==> src/rtl/uart_rx.sv <==
// uart_rx: 8N1 UART receiver with 16x oversampling and 2-of-3 majority vote.
// Received bytes are handed over with a ready/rd handshake; framing and
// overrun errors are reported as single-cycle pulses.
//
// state   | meaning
// S_IDLE  | line idle, waiting for a falling edge on the synchronized input
// S_START | validating the start bit (false starts return to idle)
// S_DATA  | shifting in eight data bits, LSB first
// S_STOP  | sampling the stop bit; leaves at the mid-bit decision
module uart_rx #(
    parameter int CLKFREQ = 25000000,
    parameter int BAUD    = 115200
) (
    input  logic       clk,
    input  logic       rst_n,
    input  logic       rx,
    input  logic       rd,
    output logic [7:0] data,
    output logic       valid,
    output logic       ready,
    output logic       frame_err,
    output logic       overrun,
    output logic       busy
);

    localparam int DIV = CLKFREQ / (BAUD * 16);
    localparam int TW  = (DIV > 1) ? $clog2(DIV) : 1;
    localparam logic [TW-1:0] TICK_LAST = TW'(DIV - 1);

    typedef enum logic [1:0] {
        S_IDLE,
        S_START,
        S_DATA,
        S_STOP
    } state_t;

    state_t          state_q, state_d;
    logic            rx_meta_q, rx_meta_d;
    logic            rx_s_q, rx_s_d;
    logic            rx_prev_q, rx_prev_d;
    logic [TW-1:0]   tick_cnt_q, tick_cnt_d;
    logic [3:0]      samp_cnt_q, samp_cnt_d;
    logic [1:0]      votes_q, votes_d;
    logic [2:0]      bit_idx_q, bit_idx_d;
    logic [7:0]      shift_q, shift_d;
    logic [7:0]      data_q, data_d;
    logic            valid_q, valid_d;
    logic            ready_q, ready_d;
    logic            frame_err_q, frame_err_d;
    logic            overrun_q, overrun_d;

    logic            tick;
    logic            fall;
    logic            decide;
    logic            last_pos;
    logic            vote;

    // Oversample tick only runs while a frame is in progress.
    assign tick     = (state_q != S_IDLE) && (tick_cnt_q == TICK_LAST);
    assign fall     = !rx_s_q && rx_prev_q;
    assign decide   = tick && (samp_cnt_q == 4'd9);
    assign last_pos = tick && (samp_cnt_q == 4'd15);
    // Samples from positions 7 and 8 are stored; position 9 is the live input.
    assign vote     = (votes_q[0] & votes_q[1]) | (votes_q[0] & rx_s_q) | (votes_q[1] & rx_s_q);

    // Two-flop synchronizer plus the previous-sample flop for edge detection.
    always_comb begin
        rx_meta_d = rx;
        rx_s_d    = rx_meta_q;
        rx_prev_d = rx_s_q;
    end

    // Next-state, counters, datapath and output pulses.
    always_comb begin
        state_d     = state_q;
        tick_cnt_d  = tick ? '0 : tick_cnt_q + TW'(1);
        samp_cnt_d  = tick ? samp_cnt_q + 4'd1 : samp_cnt_q;
        votes_d     = votes_q;
        bit_idx_d   = bit_idx_q;
        shift_d     = shift_q;
        data_d      = data_q;
        valid_d     = 1'b0;
        frame_err_d = 1'b0;
        overrun_d   = 1'b0;
        ready_d     = rd ? 1'b0 : ready_q;

        if (tick && (samp_cnt_q == 4'd7)) begin
            votes_d[0] = rx_s_q;
        end
        if (tick && (samp_cnt_q == 4'd8)) begin
            votes_d[1] = rx_s_q;
        end

        case (state_q)
            S_IDLE: begin
                tick_cnt_d = '0;
                samp_cnt_d = 4'd0;
                if (fall) begin
                    state_d = S_START;
                end
            end
            S_START: begin
                if (decide && vote) begin
                    state_d = S_IDLE;
                end else if (last_pos) begin
                    state_d   = S_DATA;
                    bit_idx_d = 3'd0;
                end
            end
            S_DATA: begin
                if (decide) begin
                    shift_d = {vote, shift_q[7:1]};
                end
                if (last_pos) begin
                    if (bit_idx_q == 3'd7) begin
                        state_d = S_STOP;
                    end else begin
                        bit_idx_d = bit_idx_q + 3'd1;
                    end
                end
            end
            S_STOP: begin
                // Leave mid stop bit so a slightly fast sender's next start edge is not missed.
                if (decide) begin
                    state_d = S_IDLE;
                    if (vote) begin
                        data_d    = shift_q;
                        valid_d   = 1'b1;
                        ready_d   = 1'b1;
                        overrun_d = ready_q && !rd;
                    end else begin
                        frame_err_d = 1'b1;
                    end
                end
            end
            default: begin
                state_d = S_IDLE;
            end
        endcase
    end

    // Synchronizer register; idles high so reset cannot look like a start edge.
    always_ff @(posedge clk or negedge rst_n) begin
        if (!rst_n) begin
            rx_meta_q <= 1'b1;
            rx_s_q    <= 1'b1;
            rx_prev_q <= 1'b1;
        end else begin
            rx_meta_q <= rx_meta_d;
            rx_s_q    <= rx_s_d;
            rx_prev_q <= rx_prev_d;
        end
    end

    // State, counters and output registers.
    always_ff @(posedge clk or negedge rst_n) begin
        if (!rst_n) begin
            state_q     <= S_IDLE;
            tick_cnt_q  <= '0;
            samp_cnt_q  <= 4'd0;
            votes_q     <= 2'b00;
            bit_idx_q   <= 3'd0;
            shift_q     <= 8'h00;
            data_q      <= 8'h00;
            valid_q     <= 1'b0;
            ready_q     <= 1'b0;
            frame_err_q <= 1'b0;
            overrun_q   <= 1'b0;
        end else begin
            state_q     <= state_d;
            tick_cnt_q  <= tick_cnt_d;
            samp_cnt_q  <= samp_cnt_d;
            votes_q     <= votes_d;
            bit_idx_q   <= bit_idx_d;
            shift_q     <= shift_d;
            data_q      <= data_d;
            valid_q     <= valid_d;
            ready_q     <= ready_d;
            frame_err_q <= frame_err_d;
            overrun_q   <= overrun_d;
        end
    end

    assign data      = data_q;
    assign valid     = valid_q;
    assign ready     = ready_q;
    assign frame_err = frame_err_q;
    assign overrun   = overrun_q;
    assign busy      = (state_q != S_IDLE);

endmodule
==> config.mk <==
export PLATFORM = sky130hd
export DESIGN_NAME = uart_rx
export DESIGN_NICKNAME = d
export VERILOG_FILES = /design/src/rtl/uart_rx.sv
export SDC_FILE = /design/constraint.sdc
export NUM_CORES = 1
export LEC_CHECK = 0
export CORE_MARGIN = 5
export CORE_UTILIZATION = 55
export CTS_CLUSTER_DIAMETER = 60
export CTS_CLUSTER_SIZE = 40
export DETAILED_ROUTE_END_ITERATION = 10
export MAX_ROUTING_LAYER = met4
export PLACE_DENSITY = 0.78
export SLEW_MARGIN = 20
export SYNTH_ARGS = -nofsm -noshare
export SYNTH_HDL_FRONTEND = slang
export SYNTH_SLANG_ARGS = --single-unit
==> constraint.sdc <==
create_clock -name clk -period 2.1 [get_ports clk]
set_input_delay 0.63 -clock clk [delete_from_list [all_inputs] [get_ports clk]]
set_output_delay 0.63 -clock clk [all_outputs]
set_load 0.05 [all_outputs]
==> results by group <==
Clocking
  – Worst-case clock buffer depth: 2
  – CTS tree: yes
  – Post-CTS sizing: 1
  – CTS root buf: clkbuf_4
  – Latest clock arrival within the worst-skew pair: ~340 ps
  – Cts bufs inserted: 5
  – H-tree levels: 2
  – Clk sinks: 38
  – Post-CTS setup buffers: 0
  – Worst-path clk slew: between 100 and 150 ps
  – # hold bufs at CTS: 0

Worst setup path
  – WP data required: between 1000 and 1500 ps
  – Delay of the slowest critical-path stage: 510 ps
  – Critical path's top delay family: flip-flops
  – Critical path arrival: between 1000 and 1500 ps
  – Crit path cell chain: nor2_1, inv_1, buf_4
  – WP buf/inv: 2
  – Critical path endpoint category: output port
  – Crit path launch type: register
  – Kind of critical path: reg2out
  – Worst path slowest cell: dfrtp_1
  – Max FO, Critical Path: 11

Routing
  – Vias/cell: between 5 and 6
  – Post-route ant nets: 0
  – Residual DRC count: 0
  – Routed Wire Length: between 2000 and 3000 um
  – Initial DRC count: 14
  – DRT Pass-1 Iters: 4
  – DR WL/cell: 14.1 um
  – Detailed-route via count: just over 1,000

Final layout
  – Synthesis-to-finish area growth: 15.1%
  – Antenna cells: 0
  – Final-stage net count: 166
  – Register Area: around 950 um^2
  – Multi-input gate area: approximately 660 um^2
  – Ratio of cells with drive above 1 in the final layout: 0.333
  – # fillers: approximately 240
  – Layout Cells excl Fill: between 150 and 200

Status
  – Status: finished, final reports clean

STA
  – Final hold slack: between 200 and 250 ps
  – TNS Setup: 0 ps
  – F_max: 511 MHz
  – Final Cycle Share: 0.932
  – Tightest Pin Transition: 485 ps
  – Final setup fails: 0
  – Unrepaired setup endpoints after global routing: no
  – Layout Skew: 9.90 ps
  – Final hold violations: 0
  – Slew headroom: 0.678
  – Final Max Tran Viols: 0
  – Fin crit period: slightly below 2000 ps

Logic synthesis
  – Post-Syn Area: around 1700 um^2
  – Area leader, netlist: dfrtp_1
  – Post-synthesis simple-gate area fraction: 0.124
  – YS warnings: 0
  – Largest family of logic cells by synthesized area: multiplexers
  – Largest cells by area after synthesis: dfrtp_1, mux2_2, mux2_4
  – Sequential fraction of the synthesis area: 0.570
  – Mapped Cells: between 100 and 150
  – Post-synthesis compound-gate area fraction: 0.0471
  – Distinct cells, synth: 35
  – Synthesized net count: roughly 140
  – Mux cell area share after synthesis: 0.137
  – Synth Area in XOR/XNOR: 0.0261
  – Syn avg cell area: roughly 13 um^2
  – Synth top area share: 0.523
  – Adder-Cell Fraction of Synth Area: 0.0583
  – Register bit total from synthesis: 38

Placement
  – Port Buffers: 16
  – Routability cong.: approximately 0.83
  – Placed Cells: roughly 180
  – DP HPWL: approximately 1900 um

Power
  – Total power draw: 0.00151 W
  – Peak supply drop: approximately 0.00065 V
  – Pwr/cell area: 783 nW/um^2
  – P_leak: approximately 0.98 nW

Floorplanning
  – Total I/O pin count: 17
  – Die height: about 65 um
  – Die Wd: 65.2 um
  – Die area: about 4200 um^2
  – Core Region: slightly below 3000 um^2
  – Initial Util: 0.563
  – Row count: 20

GRT
  – First-pass GRT wire length: 4610 um
  – Pin count of the biggest net entering global routing: 39
  – Number of global-route vias before repair: around 1,000
  – Initial antenna violation count: 0
  – Global route overflow: 0
  – Overall Global Routing Usage: 0.147

Flow run
  – Max_cap viols: 0

Min path
  – HP Class: in2async
[kinds of logic after synthesis]
family	after synthesis
buffers and inverters	13
AOI/OAI and AO/OA	12
muxes	18
adders and majority gates	8
and+or+nand+nor	36
DFF	38
xor gates and xnor gates	5
[cells in the mapped netlist]
master	number
nand2b_1	1
o22ai_1	1
a22o_1	2
and2_1	1
nor2_1	13
nor3_1	2
nor3_2	1
and3_1	1
nor3b_1	1
mux2_2	11
nand2_1	3
nor4b_1	1
and2b_1	1
xor2_1	3
nand3_1	2
mux2_4	7
a21oi_1	5
o21ai_0	1
inv_1	9
a311oi_1	1
nand3_4	1
xnor2_1	2
or3b_1	1
ha_1	7
o211ai_1	1
dfstp_2	3
clkbuf_1	2
nand4_1	2
buf_6	2
or3_4	1
or3_1	2
or2_2	2
dfrtp_1	35
o311ai_1	1
maj3_1	1
[cell usage in the layout (no fill, tap or decap), drive strengths merged]
cell / n
nand3: 3
a22o: 2
a21oi: 5
and3: 1
nor2: 13
clkdlybuf4s50: 2
or3: 3
o22ai: 1
and2: 1
nand2b: 1
clkbuf: 7
dlygate4sd2: 1
nor3: 3
nor4b: 1
nor3b: 1
buf: 19
or3b: 1
mux2: 18
o211ai: 1
and2b: 1
xor2: 3
ha: 7
nand2: 3
o21ai: 1
xnor2: 2
o311ai: 1
a311oi: 1
inv: 9
or2: 2
maj3: 1
clkinv: 1
nand4: 2
dfrtp: 35
dfstp: 3
[layout make-up]
| cell class | instances | share of cell area |
|---|---|---|
| clock inverters | 1 | 0.00260 |
| clock buffers | 7 | 0.0286 |
| inverters | 9 | 0.0175 |
| well taps | 33 | 0.0214 |
| multi-input cells | 79 | 0.341 |
| flip-flops and latches | 38 | 0.495 |
| repair buffers | 22 | 0.0941 |
[per-stage QoR]
stage / setup slack (ps) / area [um^2] / util
after floorplan: 214 / 1680 / -
after global placement: 261 / 1870 / 0.628
after detailed placement: 218 / 1870 / 0.628
after CTS: 140 / 1930 / 0.647
after global routing: 16.8 / 1930 / 0.647
final: 142 / 1930 / 0.647
[flip-flops by register name (all words and copies together), names as in the netlist, named ones only]
register / count
data: 8
overrun: 1
rx_meta_q: 1
ready: 1
valid: 1
shift_q: 8
state_q: 1
rx_prev_d: 1
frame_err: 1
rx_prev_q: 1
samp_cnt_q: 4
tick_cnt_q: 4
bit_idx_q: 3
votes_q: 2
[report_power, final]
part / switching [W] / internal [W] / leakage, nW
Sequential: 0.0000648 / 0.000802 / 0.504
Clock: 0.000233 / 0.000162 / 0.0353
Combinational: 0.000130 / 0.000118 / 0.439
Total: 0.000427 / 0.00108 / 0.978
[path summary, 6_finish.rpt]
kind / cells past startpoint / slack, ps / startpoint / end
min in group clk: 0 / 360 / rx_meta_q / rx_prev_d
worst max-delay path: 3 / 140 / register / busy
max in group asynchronous: 2 / 1620 / rst_n / rx_meta_q
worst min register to register: 0 / 360 / rx_meta_q / rx_prev_d
worst max register to register: 6 / 210 / tick_cnt_q[0] / data[4]
worst min-delay path: 2 / 220 / rst_n / samp_cnt_q[1]
[metal layers]
layer	track usage	wire, um
met3	0.0581	110
met4	0.0544	47
met2	0.215	1230
met1	0.186	1280
met5	-	0
Note: power is estimated with default switching activity, not from simulation.
